===== config.mk =====
export PLATFORM = sky130hd
export DESIGN_NAME = pmc_ac_serializer
export DESIGN_NICKNAME = d
export VERILOG_FILES = /design/src/rtl/pmc_ac_pkg.sv /design/src/rtl/pmc_ac_clk_divider.sv /design/src/rtl/pmc_ac_serializer.sv
export SDC_FILE = /design/constraint.sdc
export NUM_CORES = 1
export LEC_CHECK = 0
export BUFFER_PORTS_ARGS = -buffer_cell sky130_fd_sc_hd__buf_4
export CORE_UTILIZATION = 55
export CTS_BUF_LIST = sky130_fd_sc_hd__clkbuf_4
export DETAILED_ROUTE_END_ITERATION = 10
export HOLD_SLACK_MARGIN = 0.03
export PLACE_DENSITY_LB_ADDON = 0.2
export REMOVE_ABC_BUFFERS = 1
export SYNTH_ARGS = -nofsm -noshare
export SYNTH_HDL_FRONTEND = slang
export SYNTH_SLANG_ARGS = --single-unit

===== constraint.sdc =====
create_clock -name clk -period 2.74 [get_ports clk]
set_clock_uncertainty 0.1 [all_clocks]
set_input_delay 0.548 -clock clk [delete_from_list [all_inputs] [get_ports clk]]
set_output_delay 0.548 -clock clk [all_outputs]
set_load 0.02 [all_outputs]

===== src/rtl/pmc_ac_pkg.sv =====
// Shared constants and state type for the analog-configuration serializer.
package pmc_ac_pkg;

  localparam int unsigned PMC_AC_NUM_REGS  = 4;
  localparam int unsigned PMC_AC_REG_WIDTH = 32;
  localparam int unsigned PMC_AC_DIV_WIDTH = 8;

  typedef enum logic [2:0] {
    ST_IDLE,
    ST_SCLK_LO,
    ST_SCLK_HI,
    ST_LOAD,
    ST_DONE
  } pmc_ac_ser_state_t;

endpackage


===== src/rtl/pmc_ac_clk_divider.sv =====
// Phase timer for the serial interface: down-counter that flags the last
// cycle of a phase. Reloaded by the sequencer at every phase change.
module pmc_ac_clk_divider
  import pmc_ac_pkg::*;
#(
  parameter int unsigned DIV_WIDTH = PMC_AC_DIV_WIDTH
) (
  input  logic                 clk,
  input  logic                 rst_n,
  input  logic                 load,
  input  logic [DIV_WIDTH-1:0] load_val,
  output logic                 phase_end
);

  logic [DIV_WIDTH-1:0] cnt_q;

  // Count down to zero and hold there; a load restarts the phase.
  always_ff @(posedge clk or negedge rst_n) begin
    if (!rst_n) begin
      cnt_q <= '0;
    end else if (load) begin
      cnt_q <= load_val;
    end else if (cnt_q != '0) begin
      cnt_q <= cnt_q - 1'b1;
    end
  end

  assign phase_end = (cnt_q == '0);

endmodule


===== src/rtl/pmc_ac_serializer.sv =====
// Snapshots the analog-config register bank on start and shifts it out
// MSB-first, REG_0 first, on ac_sclk/ac_sdata, then strobes ac_load.
module pmc_ac_serializer
  import pmc_ac_pkg::*;
#(
  parameter int unsigned NUM_REGS  = PMC_AC_NUM_REGS,
  parameter int unsigned REG_WIDTH = PMC_AC_REG_WIDTH,
  parameter int unsigned DIV_WIDTH = PMC_AC_DIV_WIDTH
) (
  input  logic                          clk,
  input  logic                          rst_n,
  input  logic                          start,
  input  logic [DIV_WIDTH-1:0]          clk_div,
  input  logic [NUM_REGS*REG_WIDTH-1:0] regs,
  output logic                          busy,
  output logic                          done,
  output logic                          ac_sclk,
  output logic                          ac_sdata,
  output logic                          ac_load
);

  localparam int unsigned N     = NUM_REGS * REG_WIDTH;
  localparam int unsigned CNT_W = $clog2(N);

  pmc_ac_ser_state_t    state_q, state_d;
  logic [N-1:0]         shift_q, shift_d;
  logic [N-1:0]         snap;
  logic [CNT_W-1:0]     bit_cnt_q, bit_cnt_d;
  logic [DIV_WIDTH-1:0] div_q, div_d;
  logic [DIV_WIDTH-1:0] div_val;
  logic                 div_load;
  logic                 phase_end;
  logic                 busy_d, done_d, sclk_d, sdata_d, load_d;

  pmc_ac_clk_divider #(
    .DIV_WIDTH(DIV_WIDTH)
  ) u_div (
    .clk      (clk),
    .rst_n    (rst_n),
    .load     (div_load),
    .load_val (div_val),
    .phase_end(phase_end)
  );

  // Reorder the bank so the first bit to send (REG_0 MSB) sits at the top.
  always_comb begin
    snap = '0;
    for (int unsigned k = 0; k < NUM_REGS; k++) begin
      snap[N-1-k*REG_WIDTH -: REG_WIDTH] = regs[k*REG_WIDTH +: REG_WIDTH];
    end
  end

  // State, datapath and output registers.
  always_ff @(posedge clk or negedge rst_n) begin
    if (!rst_n) begin
      state_q   <= ST_IDLE;
      shift_q   <= '0;
      bit_cnt_q <= '0;
      div_q     <= '0;
      busy      <= 1'b0;
      done      <= 1'b0;
      ac_sclk   <= 1'b0;
      ac_sdata  <= 1'b0;
      ac_load   <= 1'b0;
    end else begin
      state_q   <= state_d;
      shift_q   <= shift_d;
      bit_cnt_q <= bit_cnt_d;
      div_q     <= div_d;
      busy      <= busy_d;
      done      <= done_d;
      ac_sclk   <= sclk_d;
      ac_sdata  <= sdata_d;
      ac_load   <= load_d;
    end
  end

  // Next-state, datapath update and next-output decode.
  always_comb begin
    state_d   = state_q;
    shift_d   = shift_q;
    bit_cnt_d = bit_cnt_q;
    div_d     = div_q;
    div_load  = 1'b0;
    div_val   = div_q;

    unique case (state_q)
      ST_IDLE: begin
        if (start) begin
          shift_d   = snap;
          div_d     = clk_div;
          bit_cnt_d = '0;
          // Divider is primed straight from clk_div so the first low phase
          // already spans clk_div+1 cycles.
          div_load  = 1'b1;
          div_val   = clk_div;
          state_d   = ST_SCLK_LO;
        end
      end
      ST_SCLK_LO: begin
        if (phase_end) begin
          div_load = 1'b1;
          state_d  = ST_SCLK_HI;
        end
      end
      ST_SCLK_HI: begin
        if (phase_end) begin
          div_load = 1'b1;
          if (bit_cnt_q == CNT_W'(N - 1)) begin
            state_d = ST_LOAD;
          end else begin
            bit_cnt_d = bit_cnt_q + 1'b1;
            shift_d   = {shift_q[N-2:0], 1'b0};
            state_d   = ST_SCLK_LO;
          end
        end
      end
      ST_LOAD: begin
        if (phase_end) begin
          state_d = ST_DONE;
        end
      end
      ST_DONE: begin
        state_d = ST_IDLE;
      end
      default: begin
        state_d = ST_IDLE;
      end
    endcase

    // Outputs are decoded from the next state into flops, so each pin is a
    // direct register output aligned with the state it belongs to.
    busy_d  = (state_d == ST_SCLK_LO) || (state_d == ST_SCLK_HI) || (state_d == ST_LOAD);
    done_d  = (state_d == ST_DONE);
    sclk_d  = (state_d == ST_SCLK_HI);
    load_d  = (state_d == ST_LOAD);
    sdata_d = ((state_d == ST_SCLK_LO) || (state_d == ST_SCLK_HI)) ? shift_d[N-1] : 1'b0;
  end

endmodule

# Word level (Yosys, flattened, before mapping)
# Index checks and enable logic that the tools add are counted.
[totals] register_bits=159 in_bits=139 out_inout_bits=5 elab_cells=55
[op_classes] n_reduce_logical=9 n_eq_ne=11 addsub=2 mux=22
[op_table] operator="two-way mux 128 bit" count=3
[op_table] operator="one-hot mux 128 bit (2 select lines)" count=1
[op_table] operator="two-way mux 8 bit" count=4
[op_table] operator="two-way mux 7 bit" count=3
[op_table] operator="one-hot mux 7 bit (2 select lines)" count=1
[op_table] operator="== test 3 x 2 -> 1 bit (second input constant)" count=4
[op_table] operator="two-way mux 3 bit" count=4
[op_table] operator="one-hot mux 3 bit (4 select lines)" count=1
[op_table] operator="zero test 8 bit" count=1
[op_table] operator="nonzero test 8 bit" count=1
[op_table] operator="subtractor 8 x 1 -> 8 bit (second input constant)" count=1
[op_table] operator="adder 7 x 1 -> 7 bit (second input constant)" count=1
[op_table] operator="== test 7 bit (second input constant)" count=1
[op_table] operator="== test 3 x 1 -> 1 bit (second input constant)" count=2
[op_table] operator="!= test 2 bit (second input constant)" count=3
[op_table] operator="AND reduction 4 bit" count=1
[op_table] operator="nonzero test 2 bit" count=2
[op_table] operator="== test 3 bit (second input constant)" count=1
[op_table] operator="zero test 3 bit" count=1
[op_table] operator="two-way mux 1 bit" count=3
[op_table] operator="logical OR 1 bit" count=2
[op_table] operator="two-way mux 2 bit" count=1
[op_table] operator="one-hot mux 1 bit (2 select lines)" count=1
[op_table] operator="OR reduction 2 bit" count=1

# Longest topological paths before layout
[logic_depth] word_depth=7 ltp_mapped=8 ltp_nobuf=6

# Hierarchy
# From an unflattened synthesis, not the netlist that was laid out.
[unflattened] cells_unflattened=599 hier_area_um2=7065.5
[by_module_without_submodules] module="pmc_ac_serializer" seq_area_each_um2=3778.6 cells_each=545 n_inst=1 area_per_inst_um2=6588.8
[by_module_without_submodules] module="pmc_ac_clk_divider" seq_area_each_um2=200.2 cells_each=54 n_inst=1 area_per_inst_um2=476.7

# Least setup slack after synthesis
# No wires, ideal clock.
[synth_path] path_kind="register -> register" start="reg u_div.cnt_q[0]" end="reg shift_q[39]" setup_ns=0.126 t_arrival_ns=2.079 t_required_ns=2.514 path_buffers=2 path_slack_ns=0.435 synth_period_minus_slack_ns=2.305 path_stages_with_launch=9 path_cell_list="dfrtp_1 > inv_1 > ha_1 > or4b_4 > nor3_4 > a21oi_2 > buf_6 > buf_6 > a221o_1"
[synth_between] elab_chain_len=3
[synth_lines] item="start: declaration" line="pmc_ac_clk_divider.sv:15" rtl="logic [DIV_WIDTH-1:0] cnt_q;"
[synth_lines] item="start signal: assignment" line="pmc_ac_clk_divider.sv:22" rtl="cnt_q <= load_val;"
[synth_lines] item="start signal: assignment" line="pmc_ac_clk_divider.sv:24" rtl="cnt_q <= cnt_q - 1'b1;"
[synth_lines] item="zero test 8 bit" line="pmc_ac_clk_divider.sv:28" rtl="assign phase_end = (cnt_q == '0);"
[synth_lines] item="!= test 2 bit (no line)"
[synth_lines] item="AND reduction 4 bit (no line)"
[synth_lines] item="end signal: assignment" line="pmc_ac_serializer.sv:67" rtl="shift_q <= shift_d;"
[synth_lines] item="end: declaration" line="pmc_ac_serializer.sv:26" rtl="logic [N-1:0] shift_q, shift_d;"
# Every way passes these cells.
# A chain may end at the register's enable or synchronous reset.

# Worst setup path in the final report
[layout_path] start="reg u_div.cnt_q[0]" end="reg shift_q[56]"
# The elaborated chain is that of the path after synthesis.

==> out/qor.csv <==
metric,value,unit
clock root buffer,clkbuf_4,
fin. max-slew vios,0,
Crit path largest cell delay,510,ps
hpwl dp,10.4,mm
setup bufs post-CTS,0,
Flop pwr share,55.5,%
top-area cell type share of the netlist area,55.8,%
crit path from,u_div.cnt_q[0],
number of placed cells counting well taps,874,
R2R Path Start,u_div.cnt_q[0],
clock period minus worst slack,2530,ps
crit path cell chain,inv_1 -> ha_1 -> or4b_4 -> nor3_4 -> a21oi_4 -> buf_4 -> a221o_1,
Vias,5397,
Worst-path clk slew,110,ps
initial antenna violation count,0,
gr usage total,24.9,%
most frequent cells in the layout,"159 x dfrtp_1, 154 x buf_4, 129 x and2_1",
hold wc startpoint,regs[96],
share of cells above drive strength 1,28.6,%
Die ar.,0.0134,mm2
Finished Cell Area,0.00875,mm2
sequential standard cell area,0.00398,mm2
crit path kind,reg2reg,
endpoints failing hold,0,
grt ovf,0,
Row Count,41,
Clock power frac,19.5,%
Net Switching,0.00210,W
num ports,144,
final setup vio count,0,
DR WL/cell,17.7,um
CP Data Required Time,3080,ps
insertion delay to the later sink of the worst-skew pair,550,ps
DR pass1 iterations,8,
Pint,0.00513,W
maximum VDD drop,0.530,mV
Top Family by Delay on Critical Path,simple AND/OR/NAND/NOR gates,
Die H,116,um
most area-hungry cell type in the Yosys netlist,dfrtp_1,
Area after DPL,0.00845,mm2
startpoint types,flop,
register area share after synthesis,55.8,%
Iter 0 DRT Violations,456,
Yosys warnings,0,
largest net degree at the start of global routing,92,
Buf/Inv on CP,2,
hold_ws,146,ps
Tcrit/Tclk final,92.2,%
"most common cell after layout, fill and taps aside",dfrtp_1,
area of the multi-input gates,0.00292,mm2
syn avg cell area,12.1,um2
post-synthesis register bit count,159,
Core Area,0.0126,mm2
net count reported at finish,864,
Total Wirelength,16.1,mm
fill cell count,944,
Vias per Instance,5.95,
area grow syn2layout,22.8,%
IO Port Bufs,143,
Crit-path slowest cell,or4b_4,
Comb power frac,25.0,%
first-pass GRT wire length,25.6,mm
Placer Congestion,0.874,
mapped cell area,0.00713,mm2
Die W,116,um
Leakage,4.10,nW
Num CTS Buffers,17,
synth top area cells,"dfrtp_1 56%, a221o_1 18%, and2_1 11%, clkbuf_1 1.5%, mux2_2 1.4%",
residual DRC count,0,
CTS Buffer Depth,2,
switching part of the total power,29.1,%
Starting Density,56.5,%
via count of the first global-routing pass,5166,
leading register cell type out of synthesis,dfrtp_1,
post-synth cell types,45,
Worst slew margin,61.0,%
unrepaired setup endpoints after global routing,false,
Sink Count,159,
number of synthesized flops with an enable pin,0,
Final Util,69.4,%
Final ANT Viol Nets,0,
TritonCTS clock tree,yes,
H-tree depth,4,
asr flop ratio synth,100,%
Tightest Pin Transition,580,ps
Mapped Cells,589,
fin cells,907,
total negative setup slack,0,ps
MaxCap Viol Count,0,
worst min path class,in2reg,
Pwr per Cell Area,826,mW/mm2
status,"complete, no violations",
Max Clock Freq,0.396,GHz
ant diodes,0,
Worst Path Max Fanout,46,
Crit. End Element,flop,
crit path DAT,2860,ps
[power groups by stage]
stage	sequential, W	combinational (W)	clock [W]
2_1_floorplan	0.00385	0.00130	0
3_3_place_gp	0.00398	0.00173	0
3_5_place_dp	0.00402	0.00181	0
4_1_cts	0.00399	0.00183	0.00146
5_1_grt	0.00411	0.00199	0.00158
6_report	0.00401	0.00180	0.00141
[path summary, 6_finish.rpt]
| kind | end | depth (start not counted) | slack [ps] |
|---|---|---|---|
| max reg2reg | shift_q[56] | 7 | 210 |
| min reg2reg | div_q[6] | 1 | 410 |
| min in group asynchronous | shift_q[59] | 2 | 270 |
| min | shift_q[0] | 2 | 150 |
| max in group asynchronous | shift_q[41] | 3 | 1590 |
| max | shift_q[56] | 7 | 210 |
[Yosys cell counts (4+ instances only)]
library cell and n:
dfrtp_1 159, and2_1 129, a221o_1 128, clkbuf_1 28, buf_2 18, a21oi_1 14
nor2_1 14, nand2_1 12, mux2_2 9, nand3_1 6, nor3_1 5, a31oi_1 4
buf_6 4, inv_1 4, o21ai_0 4, o31ai_1 4
[kinds of logic (layout without fill, tap and decap cells)]
logic type      count (synthesis)  count (layout)  share of synthesized area [%]
buf+inv                        54             200                           3.58
simple gates                  191             191                           16.3
xor+xnor                        4               4                          0.491
mux                            11              11                           1.70
compound gates                167             167                           21.6
fa+ha+maj                       3               3                          0.527
flops                         159             159                           55.8
[metrics by stage]
stage | worst slack [ps] | power (W)
after global placement | 324 | 0.00570
after global routing | 92.4 | 0.00767
after floorplan | -6080 | 0.00515
after detailed placement | 242 | 0.00583
final | 213 | 0.00723
after CTS | 222 | 0.00728
[final cells by class]
class | count | share of cell area [%]
Tap cell | 172 | 2.46
Sequential cell | 159 | 45.5
Clock buffer | 19 | 1.63
Multi-Input combinational cell | 376 | 33.3
Clock inverter | 13 | 1.67
Timing Repair Buffer | 164 | 15.3
Inverter | 4 | 0.172
[timing repair]
action,CTS,global route
resized for setup,0,0
hold buffers,1,0
endpoints found under the hold margin,159,0
endpoints found under the setup margin,0,0
[state kept, by name, indices dropped and copies added, names as in the netlist]
signal / cells
busy: 1
done: 1
ac_load: 1
bit_cnt_q: 7
shift_q: 128
u_div.cnt_q: 8
ac_sdata: 1
state_q: 3
div_q: 8
ac_sclk: 1
[metal layers]
metal  GRT usage (%)  up-vias  part of all wire [%]
met1            34.6     2715                    45
met5               0        -                     0
met2            38.3      156                    49
met4            8.55        0                   1.3
li1                -     2507                     -
met3            6.43       19                   5.5
(Power assumes the default switching activity.)
